File: config.mk
export PLATFORM = sky130hd
export DESIGN_NAME = rf_write_arbiter
export DESIGN_NICKNAME = d
export VERILOG_FILES = /design/src/rtl/rf_write_arbiter.sv
export SDC_FILE = /design/constraint.sdc
export NUM_CORES = 1
export LEC_CHECK = 0
export CORE_MARGIN = 5
export CORE_UTILIZATION = 25
export CTS_CLUSTER_DIAMETER = 40
export DETAILED_ROUTE_END_ITERATION = 12
export HOLD_SLACK_MARGIN = 0.15
export MAX_ROUTING_LAYER = met4
export PLACE_DENSITY = 0.66
export SLEW_MARGIN = 20
export SYNTH_ARGS = -nofsm -noshare
export SYNTH_HDL_FRONTEND = slang
export SYNTH_SLANG_ARGS = --single-unit
File: constraint.sdc
create_clock -name clk -period 1.9 [get_ports clk]
set_input_delay 0.19 -clock clk [delete_from_list [all_inputs] [get_ports clk]]
set_output_delay 0.19 -clock clk [all_outputs]
set_load 0.01 [all_outputs]
File: src/rtl/rf_write_arbiter.sv
`default_nettype none
// ============================================================================
// Module   : rf_write_arbiter
// Brief    : Round-robin share of the register-file write port plus a clear
//            sweep of regs 1..31. Optional counters under RF_ARB_STATS_EN.
// Revision : 1.0  initial release
// ============================================================================
module rf_write_arbiter #(
   parameter int          NUM_REQ = 2,
   parameter logic [31:0] SP_INIT = 32'h3fc
) (
   input  logic                  clk,
   input  logic                  reset,
   input  logic [NUM_REQ-1:0]    req_valid,
   input  logic [5*NUM_REQ-1:0]  req_addr,
   input  logic [32*NUM_REQ-1:0] req_data,
   output logic [NUM_REQ-1:0]    req_ready,
   input  logic                  clear_start,
   output logic                  clear_busy,
   output logic                  clear_done,
   output logic                  RegWrite,
   output logic [4:0]            Write_register,
   output logic [31:0]           Write_data
`ifdef RF_ARB_STATS_EN
   ,
   output logic [15:0]           grant_count,
   output logic [7:0]            zero_drop_count
`endif
);

   localparam int PTR_W = (NUM_REQ > 2) ? 2 : 1;
   localparam logic [PTR_W:0]   c_NUM_REQ  = (PTR_W+1)'(NUM_REQ);
   localparam logic [PTR_W-1:0] c_LAST_IDX = PTR_W'(NUM_REQ - 1);

   typedef enum logic [0:0] {
      ARB   = 1'b0,
      CLEAR = 1'b1
   } state_t;

   state_t            r_state, w_state_nxt;
   logic [PTR_W-1:0]  r_rr_ptr, w_rr_nxt;
   logic              r_we, w_we_nxt;
   logic [4:0]        r_waddr, w_waddr_nxt;
   logic [31:0]       r_wdata, w_wdata_nxt;
   logic              r_busy, w_busy_nxt;
   logic              r_done, w_done_nxt;

   logic [NUM_REQ-1:0] w_grant;
   logic               w_hs;
   logic [PTR_W-1:0]   w_gnt_idx;
   logic [4:0]         w_sel_addr;
   logic [31:0]        w_sel_data;
   logic [4:0]         w_addr_arr [NUM_REQ];
   logic [31:0]        w_data_arr [NUM_REQ];

   for (genvar g = 0; g < NUM_REQ; g++) begin : g_unpack
      assign w_addr_arr[g] = req_addr[5*g +: 5];
      assign w_data_arr[g] = req_data[32*g +: 32];
   end

   // Scan from rr_ptr with wraparound; a clear request or reset blocks all grants.
   always_comb begin
      logic [PTR_W:0]   w_sum;
      logic [PTR_W-1:0] w_idx;
      w_grant    = '0;
      w_hs       = 1'b0;
      w_gnt_idx  = '0;
      w_sel_addr = '0;
      w_sel_data = '0;
      w_sum      = '0;
      w_idx      = '0;
      if (reset && (r_state == ARB) && !clear_start) begin
         for (int k = 0; k < NUM_REQ; k++) begin
            w_sum = {1'b0, r_rr_ptr} + (PTR_W+1)'(k);
            if (w_sum >= c_NUM_REQ) begin
               w_sum = w_sum - c_NUM_REQ;
            end
            w_idx = w_sum[PTR_W-1:0];
            if (!w_hs && req_valid[w_idx]) begin
               w_hs          = 1'b1;
               w_grant[w_idx] = 1'b1;
               w_gnt_idx     = w_idx;
               w_sel_addr    = w_addr_arr[w_idx];
               w_sel_data    = w_data_arr[w_idx];
            end
         end
      end
   end

   always_comb begin
      w_state_nxt = r_state;
      w_rr_nxt    = r_rr_ptr;
      w_we_nxt    = 1'b0;
      w_waddr_nxt = r_waddr;
      w_wdata_nxt = r_wdata;
      w_busy_nxt  = 1'b0;
      w_done_nxt  = 1'b0;
      case (r_state)
         ARB: begin
            if (clear_start) begin
               w_state_nxt = CLEAR;
               w_we_nxt    = 1'b1;
               w_waddr_nxt = 5'd1;
               w_wdata_nxt = '0;
               w_busy_nxt  = 1'b1;
            end else if (w_hs) begin
               w_rr_nxt = (w_gnt_idx == c_LAST_IDX) ? '0 : w_gnt_idx + PTR_W'(1);
               // Register 0 is hardwired; the handshake completes but nothing is written.
               if (w_sel_addr != 5'd0) begin
                  w_we_nxt    = 1'b1;
                  w_waddr_nxt = w_sel_addr;
                  w_wdata_nxt = w_sel_data;
               end
            end
         end
         CLEAR: begin
            if (r_waddr == 5'd31) begin
               w_state_nxt = ARB;
            end else begin
               w_we_nxt    = 1'b1;
               w_busy_nxt  = 1'b1;
               w_waddr_nxt = r_waddr + 5'd1;
               w_wdata_nxt = (w_waddr_nxt == 5'd29) ? SP_INIT : 32'd0;
               w_done_nxt  = (r_waddr == 5'd30);
            end
         end
         default: w_state_nxt = ARB;
      endcase
   end

   always_ff @(posedge clk) begin
      if (!reset) begin
         r_state  <= ARB;
         r_rr_ptr <= '0;
         r_we     <= 1'b0;
         r_waddr  <= '0;
         r_wdata  <= '0;
         r_busy   <= 1'b0;
         r_done   <= 1'b0;
      end else begin
         r_state  <= w_state_nxt;
         r_rr_ptr <= w_rr_nxt;
         r_we     <= w_we_nxt;
         r_waddr  <= w_waddr_nxt;
         r_wdata  <= w_wdata_nxt;
         r_busy   <= w_busy_nxt;
         r_done   <= w_done_nxt;
      end
   end

`ifdef RF_ARB_STATS_EN
   logic [15:0] r_grant_cnt;
   logic [7:0]  r_zero_cnt;

   always_ff @(posedge clk) begin
      if (!reset) begin
         r_grant_cnt <= '0;
         r_zero_cnt  <= '0;
      end else if (w_hs) begin
         r_grant_cnt <= r_grant_cnt + 16'd1;
         if ((w_sel_addr == 5'd0) && (r_zero_cnt != 8'hff)) begin
            r_zero_cnt <= r_zero_cnt + 8'd1;
         end
      end
   end

   assign grant_count     = r_grant_cnt;
   assign zero_drop_count = r_zero_cnt;
`endif

   assign req_ready      = w_grant;
   assign clear_busy     = r_busy;
   assign clear_done     = r_done;
   assign RegWrite       = r_we;
   assign Write_register = r_waddr;
   assign Write_data     = r_wdata;

endmodule
`default_nettype wire

==> results by group <==
Placement
  – Number of instances in the placed design: 460
  – Sum of net half-perimeters after detailed placement: 5703 um
  – Number of buffers added on ports: 120
  – Final estimated routing congestion in global placement: 0.8415

STA
  – Period utilization: 1.004
  – Tightest slew margin relative to the limit: 0.7507
  – Fmax: 0.5240 GHz
  – Final setup violation count: 1
  – Pin slew with the least headroom to its limit: 0.3740 ns
  – Number of endpoints with negative hold slack in the final report: 0
  – Worst hold margin: 0.4381 ns
  – Total Neg Setup Slack: -0.008545 ns
  – Number of pins exceeding their max-slew limit in the final report: 0
  – Worst setup skew after layout: 0.007594 ns
  – Final critical-path required period: 1.909 ns
  – RSZ-0062 raised after global routing: yes
  – Final worst-path setup slack: -0.008545 ns

Global route
  – Antenna violations before repair: 0
  – Vias in the first global route: 2598
  – Total congestion overflow after global routing: 0
  – Overall track demand over capacity in global routing: 0.1617
  – Largest net degree at the start of global routing: 38
  – Wire length of the first global-routing pass: 12930 um

Floorplan
  – Area enclosed by the die boundary: 0.01035 mm^2
  – Effective utilization at floorplan: 0.2561
  – Chip height: 101.8 um
  – Boundary pin count: 121
  – Cell Rows: 33
  – Core ar.: 0.008217 mm^2
  – Die span in x: 101.8 um

Synthesis
  – Most frequent cell after synthesis: dfxtp_1
  – Sequential share of the synthesized area: 0.3900
  – Number of flip-flops and latches in the synthesized netlist: 41
  – Primary FF master, synth: dfxtp_1
  – Number of instances in the synthesized netlist: 226
  – EDFF count, synth: 0
  – Area leader, netlist: dfxtp_1
  – Fraction of post-synthesis cell area in the top cell type by area: 0.3900
  – Post-synthesis cell type count: 36
  – Average cell area after synthesis: 9.312 um^2
  – Top cell types by occurrence after synthesis: 41 x dfxtp_1, 38 x nor3_1, 24 x a22oi_1
  – Cell Area, Synth: 0.002105 mm^2
  – Nets in the synthesized netlist: 309
  – Leading cell types by total area after synthesis: dfxtp_1 39%, a211oi_2 12%, nor3_1 9.0%
  – Proportion of register bits with asynchronous set or reset after synthesis: 0
  – Synthesis Warnings: 0

Power and ir drop
  – Worst vdd rail ir drop: 0.0002576 V
  – Leakage component of the power: 1.500 nW
  – Power density over the cells: 572.5 mW/mm^2
  – Sw power: 0.6745 mW
  – Switching share of power: 0.2878
  – Flop pwr share: 0.410
  – Design internal power: 1.669 mW
  – Share of power burned in the clock network: 0.257
  – Total Power Consumption: 2.344 mW
  – Comb pwr share: 0.334

Finish
  – Ratio of cells with drive above 1 in the final layout: 0.2865
  – Final cell utilization of the core: 0.4982
  – Count of filler cells inserted in the layout: 748
  – Growth of design area from synthesis to finish: 94.53%
  – Count of non-filler cells in the finished layout: 482
  – Count of antenna diodes in the layout: 0
  – Net count of the finished layout: 459

Clocking
  – Max Root-Sink Buffers: 2
  – Clk Latency, worst-skew pair: 0.29 ns
  – Clock tree from TritonCTS: built
  – Clock root buffer: clkbuf_8
  – Clock sinks: 41
  – H-tree Lvls: 2
  – Clock-pin slew on the worst setup and hold paths: 0.08 ns
  – Number of buffers created by CTS: 5

Worst hold path
  – Class of the worst hold path: in -> reg
  – Beginning of the worst hold path: req_valid[1]
  – Instance count along the most critical hold path: 3

Routing
  – Max layer used: met4
  – Wirelength, routed: 8169 um
  – Wire length on met2: 3790 um
  – Drt drc: 0
  – Total via count after detailed routing: 2500
  – Detailed router's first-iteration violation count: 88
  – Total length of routed met3 wires: 775 um
  – Detailed-route wire length on metal 1: 3557 um
  – Pre-Repair DR Iteration Count: 4
  – Number of nets still failing antenna checks after routing: 0
  – Post-detailed-route wirelength per cell: 16.95 um
  – Drt via density: 5.187

Worst setup path
  – Worst flop-to-flop path startpoint: Write_register[1]
  – Critical path class: reg -> reg
  – Worst R2R Path Depth: 10
  – Crit path capture type: register
  – Startpoint type of the worst setup path: register
  – WP data arrival: 2.12 ns
  – Required time at the worst-slack endpoint: 2.12 ns
  – Origin of the worst setup path: Write_register[1]
  – Critical path peak fanout: 6

Flow run
  – Max-cap violations: 0

Run status
  – Violated checks: negative setup slack
  – Outcome: complete, but fails checks
-- power by group through the flow --
stage | clock (mW) | combinational (mW) | sequential (mW)
finish | 0.601 | 0.782 | 0.960
global route | 0.661 | 0.838 | 0.968
CTS | 0.627 | 0.782 | 0.959
detailed placement | 0 | 0.681 | 0.975
global placement | 0 | 0.671 | 0.974
floorplan | 0 | 0.247 | 1.01
-- through the flow --
step	setup slack [ns]	area, um^2
finish	-0.008545	4094
global route	-0.08776	4094
CTS	-0.02762	4038
detailed placement	-0.6040	3625
global placement	-0.5448	3625
floorplan	0.02346	2127
-- cells in the final DEF (no fill, tap or decap), drive strengths merged, types with 3 or more instances in the layout --
cell	n
a22oi	24
a211oi	34
nand3	3
clkbuf	6
o21ai	3
buf	47
a32oi	5
a221oi	9
clkdlybuf4s50	108
nor3	38
nand2	6
ha	4
dfxtp	41
nor2	5
dlygate4sd2	11
inv	4
a21oi	5
-- sequential cells by signal (all words and copies together), names as in the netlist --
signal / flops
RegWrite: 1
Write_data: 32
Write_register: 5
clear_busy: 1
clear_done: 1
r_rr_ptr: 1
-- worst paths after layout --
| path | to | slack, ns |
|---|---|---|
| max reg2reg | Write_data[27] | -0.009 |
| min | r_rr_ptr | 0.44 |
| min reg2reg | Write_data[21] | 0.57 |
| max | Write_data[27] | -0.009 |
-- per-layer routing --
| metal | vias to the layer above | global-route usage |
|---|---|---|
| met5 | - | - |
| met4 | 0 | 0.02658 |
| met3 | 5 | 0.04339 |
| met2 | 121 | 0.2621 |
| met1 | 1178 | 0.2053 |
| li1 | 1196 | - |
-- cell families (layout without fill, tap and decap cells) --
logic type               count (synthesis)  in the layout  share of synthesized area
AO/OA/AOI/OAI                           88             88                     0.3644
AND/OR/NAND/NOR                         62             63                     0.1486
flip-flops                              41             41                     0.3900
buffers and inverters                   29            179                    0.06480
adder cells (fa/ha/maj)                  4              4                    0.02378
XOR/XNOR                                 2              2                   0.008325
-- worst max-delay path, cell delays in order (launching register included) --
cell and delay, ns:
dfxtp_2 0.36, ha_4 0.14, and3_4 0.19, ha_4 0.15, nand2_4 0.07, o21ai_4 0.08
o31ai_4 0.11, or2_4 0.31, buf_12 0.15, buf_12 0.13, a211oi_2 0.16
-- cell type report --
class	count	area [um^2]	share of cell area
clock inverters	2	13.76	0.003362
clock buffers	6	82.58	0.02017
inverters	4	15.01	0.003667
multi-input cells	157	1359	0.3319
repair buffers	167	1668	0.4074
well taps	105	131.4	0.03209
flip-flops and latches	41	824.5	0.2014
-- repair_timing --
item | in CTS | in global routing
setup endpoints to repair | 40 | 38
setup buffers | 8 | 4
pin swaps | 6 | 11
resized for setup | 47 | 15
cloned | 3 | 1
hold buffers | 0 | 0
No activity file was read; power rests on OpenSTA's default activity.
